[config.mk]
export PLATFORM = sky130hd
export DESIGN_NAME = pc_conf_deserializer_array
export DESIGN_NICKNAME = d
export VERILOG_FILES = /design/src/rtl/pc_conf_pkg.sv /design/src/rtl/pc_conf_deserializer_array_chan.sv /design/src/rtl/pc_conf_deserializer_array.sv
export SDC_FILE = /design/constraint.sdc
export NUM_CORES = 1
export LEC_CHECK = 0
export CELL_PAD_IN_SITES_DETAIL_PLACEMENT = 0
export CELL_PAD_IN_SITES_GLOBAL_PLACEMENT = 1
export CORE_ASPECT_RATIO = 0.8
export CORE_MARGIN = 1.5
export CORE_UTILIZATION = 35
export CTS_CLUSTER_SIZE = 28
export DETAILED_ROUTE_END_ITERATION = 10
export GPL_ROUTABILITY_DRIVEN = 0
export GPL_TIMING_DRIVEN = 1
export PLACE_DENSITY = 0.79
export SLEW_MARGIN = 20
export SYNTH_ARGS = -nofsm -noshare
export SYNTH_HDL_FRONTEND = slang
export SYNTH_HIERARCHICAL = 1
export SYNTH_SLANG_ARGS = --single-unit
[constraint.sdc]
create_clock -name clk -period 2 [get_ports clk]
set_input_delay 0.2 -clock clk [delete_from_list [all_inputs] [get_ports clk]]
set_output_delay 0.2 -clock clk [all_outputs]
set_load 0.01 [all_outputs]
[src/rtl/pc_conf_pkg.sv]
// Shared types and elaboration helpers for the PCParser config-channel deserializer array.
package pc_conf_pkg;

  typedef enum logic {
    ST_COLLECT,
    ST_FULL
  } chan_state_e;

  function automatic int unsigned ceil_div(input int unsigned a, input int unsigned b);
    return (a + b - 1) / b;
  endfunction

  function automatic int unsigned chunks_of(input int unsigned width, input int unsigned nconf);
    return ceil_div(width, nconf);
  endfunction

  function automatic int unsigned cnt_width(input int unsigned k);
    return (k > 1) ? $clog2(k) : 1;
  endfunction

  // SpikeGenerator program word: generator select + two period fields + tag.
  localparam int unsigned SG_GENS_W   = 16;
  localparam int unsigned SG_PERIOD_W = 16;
  localparam int unsigned SG_TAG_W    = 3;
  localparam int unsigned SG_PROG_W   = SG_GENS_W + 2 * SG_PERIOD_W + SG_TAG_W;

  localparam int unsigned NCONF_DEFAULT    = 16;
  localparam int unsigned NOUT_MAX_DEFAULT = 64;

  localparam logic [3:0][15:0] DEFAULT_OUT_WIDTHS = {4{16'(SG_PROG_W)}};

  localparam int unsigned CHUNK_CNT_W = cnt_width(chunks_of(NOUT_MAX_DEFAULT, NCONF_DEFAULT));

endpackage

[src/rtl/pc_conf_deserializer_array_chan.sv]
// One used channel: collects K chunks LSB-first into a W-bit word, then holds it until drained.
module pc_chan_deserializer
  import pc_conf_pkg::*;
#(
  parameter int unsigned Nconf    = 16,
  parameter int unsigned W        = 51,
  parameter int unsigned Nout_max = 64
) (
  input  logic                clk,
  input  logic                reset,
  input  logic [Nconf-1:0]    in_d,
  input  logic                in_v,
  output logic                in_a,
  input  logic                flush,
  output logic [Nout_max-1:0] out_d,
  output logic                out_v,
  input  logic                out_a,
  output logic                busy
);

  localparam int unsigned K  = chunks_of(W, Nconf);
  localparam int unsigned CW = cnt_width(K);

  chan_state_e   state_q, state_d;
  logic [CW-1:0] cnt_q, cnt_d;
  logic [W-1:0]  acc_q, acc_d;
  logic          busy_q, busy_d;
  logic          take;
  logic          last;

  always_comb begin
    state_d = state_q;
    cnt_d   = cnt_q;
    acc_d   = acc_q;
    out_v   = (state_q == ST_FULL);
    in_a    = !reset && !flush && ((state_q == ST_COLLECT) || out_a);
    take    = in_v && in_a;
    last    = (cnt_q == CW'(K - 1));

    if (flush) begin
      state_d = ST_COLLECT;
      cnt_d   = '0;
      acc_d   = '0;
    end else begin
      if ((state_q == ST_FULL) && out_a) state_d = ST_COLLECT;
      // In FULL cnt is 0, so a chunk taken while draining starts the next word.
      if (take) begin
        for (int unsigned b = 0; b < W; b++) begin
          if ((b / Nconf) == 32'(cnt_q)) acc_d[b] = in_d[b % Nconf];
        end
        if (last) begin
          state_d = ST_FULL;
          cnt_d   = '0;
        end else begin
          cnt_d = cnt_q + CW'(1);
        end
      end
    end
    busy_d = (cnt_d != '0);
  end

  always_ff @(posedge clk or posedge reset) begin
    if (reset) begin
      state_q <= ST_COLLECT;
      cnt_q   <= '0;
      acc_q   <= '0;
      busy_q  <= 1'b0;
    end else begin
      state_q <= state_d;
      cnt_q   <= cnt_d;
      acc_q   <= acc_d;
      busy_q  <= busy_d;
    end
  end

  assign out_d = Nout_max'(acc_q);
  assign busy  = busy_q;

endmodule

[src/rtl/pc_conf_deserializer_array.sv]
// Array of independent chunk-to-word deserializers; zero-width channels become input sinks.
module pc_conf_deserializer_array
  import pc_conf_pkg::*;
#(
  parameter int unsigned Nconf    = 16,
  parameter int unsigned Nchan    = 4,
  parameter int unsigned Nout_max = 64,
  parameter logic [Nchan-1:0][15:0] OUT_WIDTHS = DEFAULT_OUT_WIDTHS
) (
  input  logic                            clk,
  input  logic                            reset,
  input  logic [Nchan-1:0][Nconf-1:0]     in_d,
  input  logic [Nchan-1:0]                in_v,
  output logic [Nchan-1:0]                in_a,
  input  logic [Nchan-1:0]                flush,
  output logic [Nchan-1:0][Nout_max-1:0]  out_d,
  output logic [Nchan-1:0]                out_v,
  input  logic [Nchan-1:0]                out_a,
  output logic [Nchan-1:0]                busy
);

  for (genvar i = 0; i < Nchan; i++) begin : g_chan
    localparam int unsigned W = OUT_WIDTHS[i];

    if (W > Nout_max) begin : g_bad_width
      $error("pc_conf_deserializer_array: OUT_WIDTHS[%0d]=%0d exceeds Nout_max=%0d", i, W, Nout_max);
    end

    if (W == 0) begin : g_sink
      logic unused_ch;
      assign unused_ch = ^{in_d[i], flush[i], out_a[i]};
      assign in_a[i]   = in_v[i];
      assign out_v[i]  = 1'b0;
      assign out_d[i]  = '0;
      assign busy[i]   = 1'b0;
    end else begin : g_used
      pc_chan_deserializer #(
        .Nconf   (Nconf),
        .W       (W),
        .Nout_max(Nout_max)
      ) u_chan (
        .clk  (clk),
        .reset(reset),
        .in_d (in_d[i]),
        .in_v (in_v[i]),
        .in_a (in_a[i]),
        .flush(flush[i]),
        .out_d(out_d[i]),
        .out_v(out_v[i]),
        .out_a(out_a[i]),
        .busy (busy[i])
      );
    end
  end

endmodule

==> metrics <==
DRT Wirelength=34.3 mm; Routed WL per cell=20.1 um; Final Total Pwr=between 10 and 15 mW; CP max-delay cell=dlygate4sd3_1; fill count=2757; crit-path cells=dlygate4sd3_1 -> buf_6 -> nor3_1 -> dlygate4sd2_1; placed cell area=0.0138 sq mm; YS warnings=6; synthesized flop and latch total=220; Chip Width=198 um; num ports=346; htree depth=1; initial antenna violation count=1; vias in the first global route=9046; Buf/Inv on CP=3; startpoint types=primary input; hold_ws=0.271 ns; Comb pwr share=a little under an eighth; final std cells w/o fill=~1700; Final Skew=0.00772 ns; Port Buffers=293; initial drt markers=738; Max-cap violations=0; DRT antenna net count=0; status=finished clean; pin count of the biggest net entering global routing=56; via count=~9400; synthesized area per cell=10.5 sq um; Post-CTS Setup Inserts=0; worst-skew pair later-pin latency=between 0.5 and 0.6 ns; Distinct cells, synth=35; total track usage=21.0%; Root Driver=clkbuf_16; Worst path max stage delay=0.55 ns; VDD IR-drop max=0.529 mV; DRC Markers=0; final hold viol count=0; PD cells=715 mW/mm^2; die area=around 0.032 sq mm; Final nets=1375; proportion of layout cells with a drive suffix above 1=9.78%; Util after Layout=49.5%; clk slew on worst S/H paths=0.06 ns; critical setup path kind=primary input to output port; Switch Pwr=between 2 and 3 mW; Crit path arrival time=1.70 ns; DRT Pass-1 Iters=5; part of the power in registers=between 40% and 50%; Crit Path Max Fanout=46; setup repair after global routing missed its margin=no; first-pass GRT wire length=between 50 and 60 mm; drt via density=5.53; Least-Margin Pin Slew=0.718 ns; TritonCTS Buffers=24; worst-case clock buffer depth=3; sequential share of the synthesized area=51.6%; CTS sink cnt=220; critical path required time=1.80 ns; CORE AREA=0.0296 sq mm; fin area=0.0147 sq mm; crit share post-route=95.0%; Tmin final=1.90 ns; synthesis-to-layout area growth=37.5%; sw frac=24.9%; Worst setup EP type=output port; # rows=56; max_slew headroom=52.1%; static leakage=6.36 nW; CP top delay family=buffers and inverters; Initial Util=36.0%; CTS tree=built; GR Overflow Total=0; Syn Inst Count=1013; Die Span Y=around 160 um; Final setup viols=0; Netlist Area Pre-Place=approximately 0.011 sq mm; final number of max-transition violations=0; placed cells=between 1500 and 2000; Max Fclk=approximately 0.53 GHz; Internal=~7.9 mW; Hold Path Class=primary input to flop; Clock power frac=44.2%; Post-DP HPWL=about 23 mm
==> layout by cell type, fill, tap and decap left out, types with 6 or more instances in the layout <==
cell             Yosys  routed
o311ai_0           143     143
a31o_2               8       8
o21ai_1             65      65
o21ai_0             81      81
buf_4               61      50
nor2_1               8       8
dfrtp_1            220     220
conb_1               4      52
nand2_1             74      74
nand4_1             48      48
o311ai_1            45      45
ha_1                16      16
clkbuf_16            0      25
a311oi_1            16      16
clkdlybuf4s50_1      0     288
clkinv_2             0       6
mux2i_1             16      16
inv_1               79      75
==> path summary, 6_finish.rpt <==
| path | from | end | slack [ns] | cells past startpoint |
|---|---|---|---|---|
| setup / recovery | reset | in_a[0] | 0.1 | 4 |
| hold / removal | in_d[50] | g_chan[3].g_used.u_chan/acc_q[18] | 0.27 | 3 |
| setup reg to reg | g_chan[0].g_used.u_chan/cnt_q[0] | g_chan[0].g_used.u_chan/acc_q[36] | 0.17 | 5 |
| hold reg to reg | g_chan[0].g_used.u_chan/acc_q[13] | g_chan[0].g_used.u_chan/acc_q[13] | 0.53 | 2 |
| max in group asynchronous | reset | g_chan[2].g_used.u_chan/acc_q[8] | 0.59 | 5 |
| min in group asynchronous | reset | g_chan[0].g_used.u_chan/acc_q[36] | 0.54 | 4 |
==> timing repair <==
action	CTS	global route
hold endpoints to repair	32	0
hold buffers	1	0
gates resized for setup	5	0
setup endpoints to repair	4	0
==> layer usage <==
metal | share of wire [%] | GRT usage [%] | vias up
met1 | 45 | 31.2 | 4655
met3 | 8.0 | 3.69 | 50
li1 | - | - | 4292
met2 | 44 | 31.3 | 434
met5 | 0 | 0 | -
met4 | 2.6 | 5.86 | 0
==> worst register-to-register path, cell delays in order (launching register included) <==
cell,delay (ns)
dfrtp_1,0.43
inv_1,0.13
ha_1,0.18
nand2_1,0.37
o311ai_0,0.45
o21ai_0,0.14
==> cell families (layout without fill, tap and decap cells) <==
kind of cell | count (synthesis) | in the layout | share of synthesized area, %
flip-flops | 220 | 220 | 51.6
buffers and inverters | 233 | 470 | 11.5
other | 4 | 53 | 0.141
adder cells (fa/ha/maj) | 16 | 16 | 1.88
AO/OA/AOI/OAI | 362 | 362 | 24.4
AND/OR/NAND/NOR | 162 | 162 | 8.96
multiplexers | 16 | 16 | 1.50
==> per-stage QoR <==
step | TNS [ns] | setup slack [ns]
after floorplan | 0 | 0.174
after global placement | 0 | 0.00402
after detailed placement | -0.0454 | -0.0226
after CTS | 0 | 0.112
after global routing | 0 | 0.000546
final | 0 | 0.0999
==> synth_stat cells, drive strengths merged <==
cell | n | area (sq um)
a21oi | 4 | 20.0
a31o | 8 | 70.1
nor2 | 12 | 101
and4 | 1 | 11.3
o21ai | 146 | 731
and2 | 6 | 41.3
conb | 4 | 15.0
nand4 | 51 | 364
nor2b | 4 | 47.6
mux2i | 16 | 160
clkbuf | 43 | 169
nor3 | 4 | 20.0
inv | 79 | 297
o311ai | 188 | 1650
a311oi | 16 | 140
dfrtp | 220 | 5510
nand2 | 74 | 278
buf | 111 | 757
nand3 | 6 | 45.0
nand2b | 4 | 47.6
ha | 16 | 200
==> state kept, by name (all words and copies together), names as in the netlist <==
name,cells
g_chan.g_used.u_chan/acc_q,204
g_chan.g_used.u_chan/busy,4
g_chan.g_used.u_chan/cnt_q,8
g_chan.g_used.u_chan/out_v,4
==> cell type report <==
type / instances / area, sq um / share of cell area [%]
sequential: 220 / 5510 / 37.5
multi-input combinational: 608 / 4130 / 28.1
timing repair buffer: 348 / 3390 / 23.1
clock buffer: 34 / 699 / 4.77
tap: 406 / 508 / 3.46
inverter: 79 / 312 / 2.12
clock inverter: 9 / 120 / 0.819
antenna: 1 / 2.50 / 0.0171
==> power by group through the flow <==
stage | logic [mW] | registers, mW | clock network (mW)
6_report | 1.21 | 4.64 | 4.63
5_1_grt | 1.32 | 4.65 | 4.91
4_1_cts | 1.21 | 4.64 | 4.74
3_5_place_dp | 1.21 | 4.72 | 0
3_3_place_gp | 1.20 | 4.72 | 0
2_1_floorplan | 0.609 | 4.76 | 0
Power figures use the tool's default switching activity.
